==> src/rtl/fetch_pkg.sv <==
// Purpose: shared types and constants for the instruction-fetch sequencer.
// Latency: n/a (declarations only).
// Backpressure: n/a.
package fetch_pkg;

    // Fetch sequencer states. Only one memory request is outstanding at a time.
    typedef enum logic [1:0] {
        IDLE = 2'd0,
        REQ  = 2'd1,
        WAIT = 2'd2,
        HOLD = 2'd3
    } fetch_state_e;

    // Sequential fetch advances by one 32-bit instruction word.
    localparam int unsigned PC_INC = 4;

    // Default first fetch address after reset.
    localparam logic [31:0] DEFAULT_RESET_PC = 32'h0000_0000;

endpackage

==> src/rtl/fetch_ctrl_if.sv <==
// Purpose: instruction-memory request/response and decode handoff bundle.
// Latency: n/a (wires only).
// Backpressure: imem_ready_i stalls a request; decode_ready_i holds a delivered instruction.
//
// master: fetch sequencer side; slave: memory + decode side.
interface fetch_ctrl_if #(
    parameter int PC_WIDTH    = 32,
    parameter int INSTR_WIDTH = 32
);
    // instruction memory request channel
    logic                   imem_req_o;
    logic [PC_WIDTH-1:0]    imem_addr_o;
    logic                   imem_ready_i;
    // instruction memory response channel (one response per accepted request)
    logic                   imem_rvalid_i;
    logic [INSTR_WIDTH-1:0] imem_rdata_i;
    // decode handoff
    logic [INSTR_WIDTH-1:0] instr_o;
    logic [PC_WIDTH-1:0]    instr_pc_o;
    logic                   instr_valid_o;
    logic                   decode_ready_i;

    modport master (
        output imem_req_o, imem_addr_o, instr_o, instr_pc_o, instr_valid_o,
        input  imem_ready_i, imem_rvalid_i, imem_rdata_i, decode_ready_i
    );

    modport slave (
        input  imem_req_o, imem_addr_o, instr_o, instr_pc_o, instr_valid_o,
        output imem_ready_i, imem_rvalid_i, imem_rdata_i, decode_ready_i
    );
endinterface

==> src/rtl/fetch_perf_cnt.sv <==
// Purpose: delivered-instruction and redirect performance counters.
// Latency: counts visible one cycle after the counted event.
// Backpressure: none; counts every cycle its increment input is high.
//
// Ports: clk_i/rst_i (sync, active-high), fetch_inc/flush_inc event strobes,
//        fetch_count/flush_count 32-bit free-running wrapping counters.
module fetch_perf_cnt (
    input  logic        clk_i,
    input  logic        rst_i,
    input  logic        fetch_inc,
    input  logic        flush_inc,
    output logic [31:0] fetch_count,
    output logic [31:0] flush_count
);

    always_ff @(posedge clk_i) begin
        if (rst_i) begin
            fetch_count <= '0;
            flush_count <= '0;
        end else begin
            // both wrap silently at 2^32
            if (fetch_inc) fetch_count <= fetch_count + 32'd1;
            if (flush_inc) flush_count <= flush_count + 32'd1;
        end
    end

endmodule

==> src/rtl/fetch_ctrl.sv <==
// Purpose: fetch sequencer owning the fetch PC; one imem request at a time, hands instructions to decode.
// Latency: REQ -> WAIT -> HOLD, best case one instruction per 3 cycles with single-cycle memory.
// Backpressure: imem_ready_i low holds the request; decode_ready_i low holds the instruction and blocks new requests.
//
// Ports:
//   clk_i, rst_i          clock and synchronous active-high reset
//   stall_i               hazard hold; gates IDLE->REQ and WAIT/HOLD exits to REQ
//   ex_*                  EX-stage control-flow status; any taken redirect reloads the PC
//   pc_src_o, jalr_pc_src_o  combinational PC mux selects
//   next_pc_i             redirect target from the PC mux
//   bus                   fetch_ctrl_if.master: imem request/response and decode handoff
//   fetch_count_o, flush_count_o  perf counters, live only with FETCH_PERF_CNT_EN defined
//
// Build option: FETCH_PERF_CNT_EN enables the counters; otherwise they read as 0.
module fetch_ctrl
    import fetch_pkg::*;
#(
    parameter int                  PC_WIDTH    = 32,
    parameter int                  INSTR_WIDTH = 32,
    parameter logic [PC_WIDTH-1:0] RESET_PC    = PC_WIDTH'(DEFAULT_RESET_PC)
) (
    input  logic                clk_i,
    input  logic                rst_i,
    input  logic                stall_i,
    input  logic                ex_valid_i,
    input  logic                ex_branch_taken_i,
    input  logic                ex_jal_i,
    input  logic                ex_jalr_i,
    output logic                pc_src_o,
    output logic                jalr_pc_src_o,
    input  logic [PC_WIDTH-1:0] next_pc_i,
    fetch_ctrl_if.master        bus,
    output logic [31:0]         fetch_count_o,
    output logic [31:0]         flush_count_o
);

    fetch_state_e           state;
    logic [PC_WIDTH-1:0]    fetch_pc;
    logic                   kill;       // in-flight response belongs to the wrong path
    logic                   req_q;
    logic                   instr_valid_q;
    logic [INSTR_WIDTH-1:0] instr_q;
    logic [PC_WIDTH-1:0]    instr_pc_q;

    logic redirect;
    logic handshake;

    // JALR selects its own mux input and overrides the branch/JAL select.
    assign redirect      = ex_valid_i & (ex_branch_taken_i | ex_jal_i | ex_jalr_i);
    assign pc_src_o      = ex_valid_i & (ex_branch_taken_i | ex_jal_i) & ~ex_jalr_i;
    assign jalr_pc_src_o = ex_valid_i & ex_jalr_i;

    // A redirect in the same cycle wins over decode accepting the held instruction.
    assign handshake = instr_valid_q & bus.decode_ready_i & ~redirect;

    assign bus.imem_req_o    = req_q;
    assign bus.imem_addr_o   = fetch_pc;
    assign bus.instr_o       = instr_q;
    assign bus.instr_pc_o    = instr_pc_q;
    assign bus.instr_valid_o = instr_valid_q;

    always_ff @(posedge clk_i) begin
        if (rst_i) begin
            state         <= IDLE;
            fetch_pc      <= RESET_PC;
            kill          <= 1'b0;
            req_q         <= 1'b0;
            instr_valid_q <= 1'b0;
            instr_q       <= '0;
            instr_pc_q    <= '0;
        end else begin
            // A redirect reloads the PC from any state; state-specific cleanup follows.
            if (redirect) begin
                fetch_pc <= next_pc_i;
            end

            case (state)
                IDLE: begin
                    // Responses to a request abandoned by reset land here and are ignored.
                    if (!stall_i) begin
                        state <= REQ;
                        req_q <= 1'b1;
                    end
                end

                REQ: begin
                    if (bus.imem_ready_i) begin
                        // Accepted; if redirected in the same cycle the reply is wrong-path.
                        state <= WAIT;
                        req_q <= 1'b0;
                        kill  <= redirect;
                    end
                    // Not accepted: stay in REQ; on redirect the new PC is presented next cycle.
                end

                WAIT: begin
                    if (bus.imem_rvalid_i) begin
                        kill <= 1'b0;
                        if (redirect) begin
                            state <= REQ;
                            req_q <= 1'b1;
                        end else if (kill) begin
                            state <= stall_i ? IDLE : REQ;
                            req_q <= ~stall_i;
                        end else begin
                            instr_q       <= bus.imem_rdata_i;
                            instr_pc_q    <= fetch_pc;
                            instr_valid_q <= 1'b1;
                            state         <= HOLD;
                        end
                    end else if (redirect) begin
                        kill <= 1'b1;
                    end
                end

                HOLD: begin
                    if (redirect) begin
                        instr_valid_q <= 1'b0;
                        state         <= REQ;
                        req_q         <= 1'b1;
                    end else if (handshake) begin
                        fetch_pc      <= fetch_pc + PC_WIDTH'(PC_INC);
                        instr_valid_q <= 1'b0;
                        state         <= stall_i ? IDLE : REQ;
                        req_q         <= ~stall_i;
                    end
                end

                default: begin
                    state <= IDLE;
                    req_q <= 1'b0;
                end
            endcase
        end
    end

`ifdef FETCH_PERF_CNT_EN
    fetch_perf_cnt u_perf_cnt (
        .clk_i       (clk_i),
        .rst_i       (rst_i),
        .fetch_inc   (handshake),
        .flush_inc   (redirect),
        .fetch_count (fetch_count_o),
        .flush_count (flush_count_o)
    );
`else
    assign fetch_count_o = '0;
    assign flush_count_o = '0;
`endif

endmodule

==> src/flat_wrapper.sv <==
// flat-port wrapper written by rule: the top's interface ports become plain ports
module fetch_ctrl_flat import fetch_pkg::*;
#(
    parameter int                  PC_WIDTH    = 32,
    parameter int                  INSTR_WIDTH = 32,
    parameter logic [PC_WIDTH-1:0] RESET_PC    = PC_WIDTH'(DEFAULT_RESET_PC)
)
  (clk_i, rst_i, stall_i, ex_valid_i, ex_branch_taken_i, ex_jal_i, ex_jalr_i, pc_src_o, jalr_pc_src_o, next_pc_i, fetch_count_o, flush_count_o, bus_imem_req_o, bus_imem_addr_o, bus_instr_o, bus_instr_pc_o, bus_instr_valid_o, bus_imem_ready_i, bus_imem_rvalid_i, bus_imem_rdata_i, bus_decode_ready_i);
  fetch_ctrl_if #(.PC_WIDTH(PC_WIDTH), .INSTR_WIDTH(INSTR_WIDTH)) bus_i ();
  input  logic clk_i;
  input  logic rst_i;
  input  logic stall_i;
  input  logic ex_valid_i;
  input  logic ex_branch_taken_i;
  input  logic ex_jal_i;
  input  logic ex_jalr_i;
  output logic pc_src_o;
  output logic jalr_pc_src_o;
  input  logic [PC_WIDTH-1:0] next_pc_i;
  output logic [31:0] fetch_count_o;
  output logic [31:0] flush_count_o;
  output wire logic [$bits(bus_i.imem_req_o)-1:0] bus_imem_req_o;
  output wire logic [$bits(bus_i.imem_addr_o)-1:0] bus_imem_addr_o;
  output wire logic [$bits(bus_i.instr_o)-1:0] bus_instr_o;
  output wire logic [$bits(bus_i.instr_pc_o)-1:0] bus_instr_pc_o;
  output wire logic [$bits(bus_i.instr_valid_o)-1:0] bus_instr_valid_o;
  input wire logic [$bits(bus_i.imem_ready_i)-1:0] bus_imem_ready_i;
  input wire logic [$bits(bus_i.imem_rvalid_i)-1:0] bus_imem_rvalid_i;
  input wire logic [$bits(bus_i.imem_rdata_i)-1:0] bus_imem_rdata_i;
  input wire logic [$bits(bus_i.decode_ready_i)-1:0] bus_decode_ready_i;
  assign bus_imem_req_o = bus_i.imem_req_o;
  assign bus_imem_addr_o = bus_i.imem_addr_o;
  assign bus_instr_o = bus_i.instr_o;
  assign bus_instr_pc_o = bus_i.instr_pc_o;
  assign bus_instr_valid_o = bus_i.instr_valid_o;
  assign bus_i.imem_ready_i = bus_imem_ready_i;
  assign bus_i.imem_rvalid_i = bus_imem_rvalid_i;
  assign bus_i.imem_rdata_i = bus_imem_rdata_i;
  assign bus_i.decode_ready_i = bus_decode_ready_i;
  fetch_ctrl #(.PC_WIDTH(PC_WIDTH), .INSTR_WIDTH(INSTR_WIDTH), .RESET_PC(RESET_PC)) u_core (.clk_i(clk_i), .rst_i(rst_i), .stall_i(stall_i), .ex_valid_i(ex_valid_i), .ex_branch_taken_i(ex_branch_taken_i), .ex_jal_i(ex_jal_i), .ex_jalr_i(ex_jalr_i), .pc_src_o(pc_src_o), .jalr_pc_src_o(jalr_pc_src_o), .next_pc_i(next_pc_i), .bus(bus_i), .fetch_count_o(fetch_count_o), .flush_count_o(flush_count_o));
endmodule
==> config.mk <==
export PLATFORM = sky130hd
export DESIGN_NAME = fetch_ctrl_flat
export DESIGN_NICKNAME = d
export VERILOG_FILES = /design/src/rtl/fetch_pkg.sv /design/src/rtl/fetch_ctrl_if.sv /design/src/rtl/fetch_perf_cnt.sv /design/src/rtl/fetch_ctrl.sv /design/src/flat_wrapper.sv
export SDC_FILE = /design/constraint.sdc
export NUM_CORES = 1
export LEC_CHECK = 0
export BUFFER_PORTS_ARGS = -buffer_cell sky130_fd_sc_hd__buf_2
export CELL_PAD_IN_SITES_DETAIL_PLACEMENT = 0
export CELL_PAD_IN_SITES_GLOBAL_PLACEMENT = 1
export CORE_ASPECT_RATIO = 1.2
export CORE_MARGIN = 2
export CORE_UTILIZATION = 29
export DETAILED_ROUTE_END_ITERATION = 16
export GPL_ROUTABILITY_DRIVEN = 0
export HOLD_SLACK_MARGIN = 0.08
export PLACE_DENSITY = 0.81
export SLEW_MARGIN = 20
export SYNTH_ARGS = -nofsm -noshare
export SYNTH_HDL_FRONTEND = slang
export SYNTH_SLANG_ARGS = --single-unit
==> constraint.sdc <==
create_clock -name clk_i -period 1.95 [get_ports clk_i]
set_clock_uncertainty 0.15 [all_clocks]
set_input_delay 0.39 -clock clk_i [delete_from_list [all_inputs] [get_ports clk_i]]
set_output_delay 0.39 -clock clk_i [all_outputs]
set_load 0.01 [all_outputs]
; Word-level counts from Yosys, hierarchy flattened
; Index checks and enable logic that the tools add are counted.
[word_totals]
reg_bits = 101
inputBits = 74
output_inout_bits = 164
wordCells = 70
[op_classes]
add_sub_neg = 1
n_eq_ne = 11
mux = 31
n_bitwise = 12
reduce_logical = 8
[op_table]
columns = cell, n
row1 = 32-bit two-way mux, 4
row2 = "32-bit by 3-bit adder with 32-bit output, second input constant", 1
row3 = 1-bit two-way mux, 16
row4 = 2-bit two-way mux, 7
row5 = "2-bit inequality test, second input constant", 5
row6 = 5-bit AND reduction, 2
row7 = 2-bit case mux with 4 select lines, 1
row8 = 4-bit AND reduction, 2
row9 = 1-bit bitwise AND, 6
row10 = "3-bit by 1-bit inequality test with 1-bit output, second input constant", 2
row11 = "2-bit equality test, second input constant", 2
row12 = 1-bit NOT, 4
row13 = 1-bit case mux with 2 select lines, 2
row14 = 1-bit case mux with 4 select lines, 1
row15 = 2-bit nonzero test, 2
row16 = "3-bit by 2-bit inequality test with 1-bit output, second input constant", 1
row17 = 3-bit AND reduction, 1
row18 = "2-bit by 1-bit equality test with 1-bit output, second input constant", 1
row19 = 2-bit logical NOT, 1
row20 = 1-bit OR, 2

; Depth between registers and ports, before layout
; Gate-level depths: netlist of run 1.
[depth]
word_depth = 8
depth_mapped = 8
mapped_depth_nobuf = 7

; Worst setup path before layout of run 1
; Ideal clock, no wire load.
[synth_path]
path_type = reg2reg
start = register u_core.state[0]
end = register u_core.fetch_pc[25], in the netlist u_core.bus.imem_addr_o[25]
arrival_time_ns = 1.933
required_time_ns = 1.709
setup_slack_ns = -0.224
path_stages_with_launch = 9
n_path_buf = 2
period_less_slack_ns = 2.174
cell_sequence = dfxtp_1 > ha_1 > buf_2 > nand4_1 > nor4_4 > nand4_2 > buf_6 > or3_1 > a311oi_1
[synth_between]
elab_chain_cells = 2
[synth_lines]
columns = item, line_no
row1 = "start, declared", fetch_ctrl.sv:37  ; fetch_state_e state;
row2 = "start signal, assigned", fetch_ctrl.sv:103  ; state <= stall_i ? IDLE : REQ;
row3 = "start signal, assigned", fetch_ctrl.sv:124  ; state <= stall_i ? IDLE : REQ;
row4 = 2-bit equality test, fetch_ctrl.sv:77  ; case (state)
row5 = 32-bit two-way mux, fetch_ctrl.sv:77
row6 = "end signal, assigned", fetch_ctrl.sv:74  ; fetch_pc <= next_pc_i;
row7 = "end signal, assigned", fetch_ctrl.sv:122  ; fetch_pc <= fetch_pc + PC_WIDTH'(PC_INC);
row8 = "end, declared", fetch_ctrl.sv:38  ; logic [PC_WIDTH-1:0] fetch_pc;
; Every way passes these cells.
; A chain may end at the register's enable or synchronous reset.

; Final worst setup path of run 1
[layout_path]
start = register u_core.state[0]
end = register u_core.fetch_pc[26], in the netlist u_core.bus.imem_addr_o[26]
; Same word-level chain as after synthesis.

==> flow_metrics.env, run 1 <==
export IMPL_synth_xor_area_share_pct=3.874
export IMPL_r2r_start="u_core.state[0]"
export IMPL_report_final_slew_viol_count=0
export IMPL_critical_path_required_ns=2.07
export IMPL_p_int_mw=3.683
export IMPL_cp_data_arrival_time_ns=2.13
export IMPL_critical_path_max_stage_delay_ns=0.36
export IMPL_fin_ws_ns=-0.05606
export IMPL_synth_top_family_by_area="simple AND/OR/NAND/NOR gates"
export IMPL_cp_buffers_inverters=3
export IMPL_synthSimpleGateAreaFrac_pct=23.24
export IMPL_cts_tree="built"
export IMPL_ctsHtreeMaxLevel=3
export IMPL_antenna_found_initial=0
export IMPL_setup_viol=8
export IMPL_io_buffers=173
export IMPL_slowest_stage="dfxtp_2"
export IMPL_ant_nets=0
export IMPL_period_needed_ns=2.006
export IMPL_p_sw_mw=1.578
export IMPL_area_growth_pct=38.50
export IMPL_synth_seq_cells=101
export IMPL_dp_slack_ns=-0.2892
export IMPL_synth_adder_area_share_pct=1.581
export IMPL_die_w_um=120.8
export IMPL_hold_viol=0
export IMPL_grt_remaining_overflow=0
export IMPL_via_count=4616
export IMPL_critPathKind="flip-flop to flip-flop"
export IMPL_seqPwrFrac_pct=43.1
export IMPL_dieHeight_um=144.2
export IMPL_clk_path_buf_depth=2
export IMPL_ir_drop_mv=0.4463
export IMPL_rsz0062_at_grt="true"
export IMPL_vias_per_cell=4.438
export IMPL_r2r_setup_slack_ns=-0.06
export IMPL_layout_common_cells="173 x buf_2, 148 x nand2_1, 99 x dfxtp_1"
export IMPL_synth_area_um2=4748
export IMPL_combPwrFrac_pct=21.1
export IMPL_violations="setup timing"
export IMPL_crit_family="simple AND/OR/NAND/NOR gates"
export IMPL_dr_pass1_iters=6
export IMPL_core_area_um2=16140
export IMPL_avgSynthCellArea_um2=7.901
export IMPL_synthDistinctLibCells=39
export IMPL_hold_end="u_core.bus.instr_o[3]"
export IMPL_critPathMaxFanout=4
export IMPL_place_inst=1015
export IMPL_synthMuxAreaShare_pct=0.4216
export IMPL_io_pins=238
export IMPL_drtIter0Drc=201
export IMPL_final_nets=902
export IMPL_fp_dieArea_um2=17420
export IMPL_pwr_share_clk_pct=35.8
export IMPL_ys_seq_area_share_pct=42.58
export IMPL_r2r_cells=9
export IMPL_netlist_instances=601
export IMPL_status="finished with violations"
export IMPL_dp_hpwl_mm=10.34
export IMPL_grt_pass1_wl_mm=21.16
export IMPL_first_global_vias=4083
export IMPL_holdWs_ns=0.1104
export IMPL_cts_clk_slew_worst_paths_ns=0.08
export IMPL_period_share_pct=102.9
export IMPL_core_rowCount=51
export IMPL_synth_edf_count=0
export IMPL_synth_compound_area_share_pct=14.52
export IMPL_drc=0
export IMPL_fmax_mhz=498.5
export IMPL_cts_root_buffer="clkbuf_16"
export IMPL_wl_per_cell_um=13.58
export IMPL_drive_gt1_share_pct=35.31
export IMPL_routed_wl_mm=14.12
export IMPL_cp_start_kind="flip-flop"
export IMPL_layout_commonest_cell="buf_2"
export IMPL_grt_max_degree=62
export IMPL_insertion_delay_ns=0.36
export IMPL_hp_class="input port to flip-flop"
export IMPL_grt_usage_pct=15.46
export IMPL_clkSinkCount=101
export IMPL_hold_start="bus_imem_rdata_i[3]"
export IMPL_drv_cap=0
export IMPL_power_leakage_nw=2.954
export IMPL_start_util_pct=29.41
export IMPL_r2r_end="u_core.bus.imem_addr_o[26]"
export IMPL_power_density_nw_per_um2=800.0
export IMPL_switching_share_pct=29.99
export IMPL_crit_chain="ha_4 -> nand4_1 -> buf_4 -> buf_6 -> nor4_4 -> buf_4 -> nand4_1 -> xor2_1 -> o31ai_1"
export IMPL_endpoint_kind="flip-flop"
export IMPL_whs_path_depth=3
export IMPL_numCtsBuffers=9
export IMPL_yosys_warnings=0
export IMPL_synthArstFlopShare_pct=0
export IMPL_synth_ff_type="dfxtp_1"
export IMPL_crit_cells=9
export IMPL_fin_cells=1040
power by group through the flow:
stage / Clock [mW] / Combinational, mW / Sequential [mW]
after floorplan: 0 / 0.589 / 2.39
after global placement: 0 / 1.05 / 2.30
after detailed placement: 0 / 1.05 / 2.31
after CTS: 1.93 / 1.06 / 2.26
after global routing: 2.00 / 1.23 / 2.28
final: 1.88 / 1.11 / 2.27
worst register-to-register path, stage by stage (launching register included):
cell	delay, ns
dfxtp_2	0.36
ha_4	0.14
nand4_1	0.17
buf_4	0.19
buf_6	0.12
nor4_4	0.19
buf_4	0.15
nand4_1	0.12
xor2_1	0.16
o31ai_1	0.17
repair_timing:
action / 4_1_cts / 5_1_grt
pin swaps: 3 / 23
gates resized for setup: 3 / 27
endpoints found under the hold margin: 1 / 0
hold buffers: 1 / 0
setup endpoints to repair: 8 / 89
buffers inserted: 4 / 3
worst max path at each step:
stage	startpoint	to	slack [ns]
6_report	u_core.state[0]	u_core.bus.imem_addr_o[26]	-0.06
3_5_place_dp	ex_jal_i	u_core.bus.imem_addr_o[29]	-0.29
2_1_floorplan	u_core.state[0]	u_core.bus.imem_addr_o[25]	-0.15
4_1_cts	u_core.state[0]	u_core.bus.imem_addr_o[25]	-0.07
3_3_place_gp	ex_jal_i	u_core.bus.imem_addr_o[31]	-0.23
5_1_grt	u_core.bus.imem_addr_o[16]	u_core.bus.imem_addr_o[25]	-0.16
cell usage after synthesis, types with 2 or more instances:
master,number,area (um^2)
a31oi_1,2,12.51
xor2_1,19,166.4
nor3_1,4,20.02
nand2b_1,2,12.51
and2_1,4,25.02
o31ai_1,4,30.03
nand3_1,17,85.08
nand4_2,2,25.02
xnor2_1,2,17.52
a21oi_1,69,345.3
mux2i_1,2,20.02
dfxtp_1,101,2022
ha_1,6,75.07
a211oi_1,20,150.1
or3_1,7,43.79
and3_1,4,25.02
buf_1,2,7.510
nand4_1,11,68.82
nand2_1,149,559.3
buf_6,2,22.52
nor2_1,42,157.7
a311oi_1,8,70.07
inv_1,6,22.52
buf_4,64,480.5
o21ai_0,9,45.04
clkbuf_1,30,112.6
through the flow:
stage	area, um^2	util (%)	power, mW	TNS, ns
6_report	6576	40.73	5.261	-0.2404
5_1_grt	6574	40.72	5.517	-1.668
3_5_place_dp	6051	37.48	3.362	-2.729
3_3_place_gp	6051	37.48	3.356	-1.983
4_1_cts	6420	39.77	5.258	-0.3367
2_1_floorplan	5001	-	2.976	-0.7551
layout make-up:
cell class                      instances  area, um^2
Timing Repair Buffer                  246        1478
Fill cell                            1696        9568
Inverter                                6       22.52
Clock buffer                            9       225.2
Clock inverter                          7       82.58
Tap cell                              212       265.3
Antenna cell                            1       2.502
Multi-Input combinational cell        458        2476
Sequential cell                       101        2024
flip-flops by register name (all words and copies together) (netlist names):
| register | cells |
|---|---|
| u_core.bus.instr_valid_o | 1 |
| u_core.bus.imem_req_o | 1 |
| u_core.state | 2 |
| u_core.bus.instr_o | 32 |
| u_core.bus.imem_addr_o | 32 |
| u_core.kill | 1 |
| u_core.bus.instr_pc_o | 32 |
per-layer routing:
metal / GRT usage, % / wire [um]
met5: 0 / 0
met4: 5.692 / 177
met3: 4.140 / 1004
met2: 26.52 / 6903
met1: 18.53 / 6038
kinds of logic (layout without fill, tap and decap cells):
| family | count (synthesis) | in the layout |
|---|---|---|
| and+or+nand+nor | 249 | 249 |
| AOI/OAI and AO/OA | 116 | 116 |
| buffers and inverters | 105 | 268 |
| DFF | 101 | 101 |
| xor gates and xnor gates | 21 | 21 |
| adders and majority gates | 6 | 6 |
| muxes | 2 | 2 |
| other | 1 | 65 |
No activity file was read; power rests on OpenSTA's default activity.
==> run 2, diff against run 1 <==
- SYNTH_HIERARCHICAL: default -> 1
==> run 2 against run 1 <==
Net effect: the run still ends with setup timing left; sequential cell count stayed put; sequential power fell by 4%; worst hold slack lost 0.010 ns; die area rose by 3.2%; worst setup slack better by 0.016 ns; cell count up 3.4%; highest routed layer is now met5.
==> flow_metrics.env, run 2 <==
export IMPL_report_final_slew_viol_count=0
export IMPL_cts_clk_slew_worst_paths_ns=0.08
export IMPL_ir_drop_mv=0.4691
export IMPL_drtIter0Drc=318
export IMPL_seqPwrFrac_pct=46.2
export IMPL_layout_commonest_cell="buf_2"
export IMPL_synthDistinctLibCells=45
export IMPL_cts_root_buffer="clkbuf_16"
export IMPL_core_area_um2=16720
export IMPL_fill_cells=1756
export IMPL_tns_ns=-0.03957
export IMPL_ctsHtreeMaxLevel=3
export IMPL_rsz0062_at_grt="true"
export IMPL_grt_remaining_overflow=0
export IMPL_fmax_mhz=502.6
export IMPL_pwr_share_clk_pct=39.6
export IMPL_wl_per_cell_um=14.32
export IMPL_place_inst=1053
export IMPL_grt_pass1_wl_mm=23.53
export IMPL_fin_cells=1075
export IMPL_setup_viol=1
export IMPL_place_area_um2=6322
export IMPL_final_nets=929
export IMPL_antenna_found_initial=1
export IMPL_synth_ff_type="dfxtp_1"
export IMPL_netlist_instances=634
export IMPL_p_sw_mw=1.316
export IMPL_dp_hpwl_mm=11.35
export IMPL_avgSynthCellArea_um2=7.738
export IMPL_final_cell_area_um2=6751
export IMPL_routed_wl_mm=15.40
export IMPL_yosys_warnings=6
export IMPL_switching_share_pct=27.73
export IMPL_period_share_pct=102.0
export IMPL_critPathMaxFanout=5
export IMPL_core_rowCount=52
export IMPL_drc=0
export IMPL_yosysMostFrequentCell="nand2_1"
export IMPL_holdWs_ns=0.1001
export IMPL_clkSinkCount=101
export IMPL_grt_max_degree=44
export IMPL_dp_slack_ns=-0.2829
export IMPL_seq_area_um2=2061
export IMPL_vias_per_cell=4.679
export IMPL_p_int_mw=3.430
export IMPL_dieHeight_um=146.5
export IMPL_layout_common_cells="172 x buf_2, 152 x nand2_1, 86 x dfxtp_1"
export IMPL_hp_class="input port to flip-flop"
export IMPL_synth_seq_cells=101
export IMPL_start_util_pct=29.34
export IMPL_drive_gt1_share_pct=36.09
export IMPL_via_count=5030
export IMPL_grt_usage_pct=16.41
export IMPL_numCtsBuffers=9
export IMPL_combPwrFrac_pct=14.2
export IMPL_synth_edf_count=0
export IMPL_insertion_delay_ns=0.35
export IMPL_fin_ws_ns=-0.03957
export IMPL_synth_area_um2=4906
export IMPL_io_buffers=173
export IMPL_ys_seq_area_share_pct=41.21
export IMPL_power_density_nw_per_um2=703.0
export IMPL_critical_path_required_ns=2.06
export IMPL_cp_data_arrival_time_ns=2.10
export IMPL_synthArstFlopShare_pct=0
export IMPL_drv_cap=0
export IMPL_hold_viol=0
export IMPL_cp_start_kind="flip-flop"
export IMPL_clk_path_buf_depth=2
export IMPL_n_antenna_cell=0
export IMPL_period_needed_ns=1.990
export IMPL_ant_nets=0
export IMPL_power_leakage_nw=2.924
export IMPL_first_global_vias=4431
export IMPL_synth_top_area_share_pct=41.21
export IMPL_cts_tree="built"
export IMPL_area_growth_pct=37.62
export IMPL_multi_input_area_um2=2552
export IMPL_dr_pass1_iters=4
export IMPL_synthTopCellsByArea="dfxtp_1 41%, nand2_1 12%, buf_4 9.8%"
export IMPL_violations="setup timing"
export IMPL_status="finished with violations"
export IMPL_endpoint_kind="flip-flop"
export IMPL_synth_top_area_cell="dfxtp_1"
export IMPL_netlist_top_cells_count="154 x nand2_1, 101 x dfxtp_1, 69 x a21oi_1"
export IMPL_die_w_um=122.7
export IMPL_fp_dieArea_um2=17980
export IMPL_io_pins=238
export IMPL_critPathKind="flip-flop to flip-flop"
==> run 2: changes by cell type after synthesis, sizes merged, moves of 9 or more <==
cell / before / now
a211oi: 20 / 9
clkbuf: 30 / 44
nor2: 42 / 31
xor2: 19 / 1
or4: 0 / 9
nor4: 2 / 11
==> run 2: final cells by class <==
cell class | instances | share of cell area [%]
flip-flops and latches | 101 | 30.52
clock buffers | 9 | 3.336
well taps | 216 | 4.003
clock inverters | 7 | 1.242
inverters | 7 | 0.3892
repair buffers | 254 | 22.70
multi-input cells | 481 | 37.81
==> run 2: kinds of logic after synthesis <==
| kind of cell | share of synthesized area, % |
|---|---|
| flip-flops | 41.21 |
| adder cells (fa/ha/maj) | 0.2550 |
| buffers and inverters | 13.93 |
| AO/OA/AOI/OAI | 16.60 |
| other | 0.07644 |
| XOR/XNOR | 1.250 |
| AND/OR/NAND/NOR | 26.68 |
==> run 2: power groups by stage <==
stage | registers (mW) | clock network, mW | logic (mW)
detailed placement | 2.24 | 0 | 0.660
global placement | 2.24 | 0 | 0.660
floorplan | 2.28 | 0 | 0.377
CTS | 2.19 | 1.95 | 0.668
finish | 2.19 | 1.88 | 0.674
global route | 2.20 | 2.03 | 0.742
==> run 2: final timing paths <==
kind	startpoint	end	cells past startpoint	slack, ns
worst max register to register	u_core/bus.imem_addr_o[3]	u_core/bus.imem_addr_o[20]	5	-0.04
worst min-delay path	next_pc_i[28]	u_core/bus.imem_addr_o[28]	3	0.10
worst min register to register	u_core/bus.instr_pc_o[30]	u_core/bus.instr_pc_o[30]	2	0.30
worst max-delay path	u_core/bus.imem_addr_o[3]	u_core/bus.imem_addr_o[20]	5	-0.04
==> run 2: worst max-delay path, stage by stage (launching register included) <==
cell,delay [ns]
dfxtp_4,0.37
ha_4,0.15
nand2_2,0.06
or3_4,0.44
or4_4,0.53
a311oi_2,0.20
==> run 2: repair_timing <==
action | CTS | global route
resized for setup | 3 | 13
hold buffers | 1 | 0
buffers inserted | 1 | 3
endpoints found under the hold margin | 1 | 0
endpoints found under the setup margin | 9 | 12
cloned | 1 | 0
pin swaps | 7 | 11
==> run 2: per-layer routing <==
metal | global-route usage [%] | share of wire, % | vias up
li1 | - | - | 2522
met1 | 20.87 | 43 | 2296
met2 | 27.10 | 48 | 189
met3 | 3.750 | 7.4 | 21
met4 | 5.402 | 1.9 | 2
met5 | 0 | 0.065 | -
==> run 2: per-stage QoR <==
step	utilization [%]	total power, mW
after floorplan	-	2.661
after global placement	37.81	2.900
after detailed placement	37.81	2.902
after CTS	39.87	4.809
after global routing	40.38	4.978
final	40.38	4.746
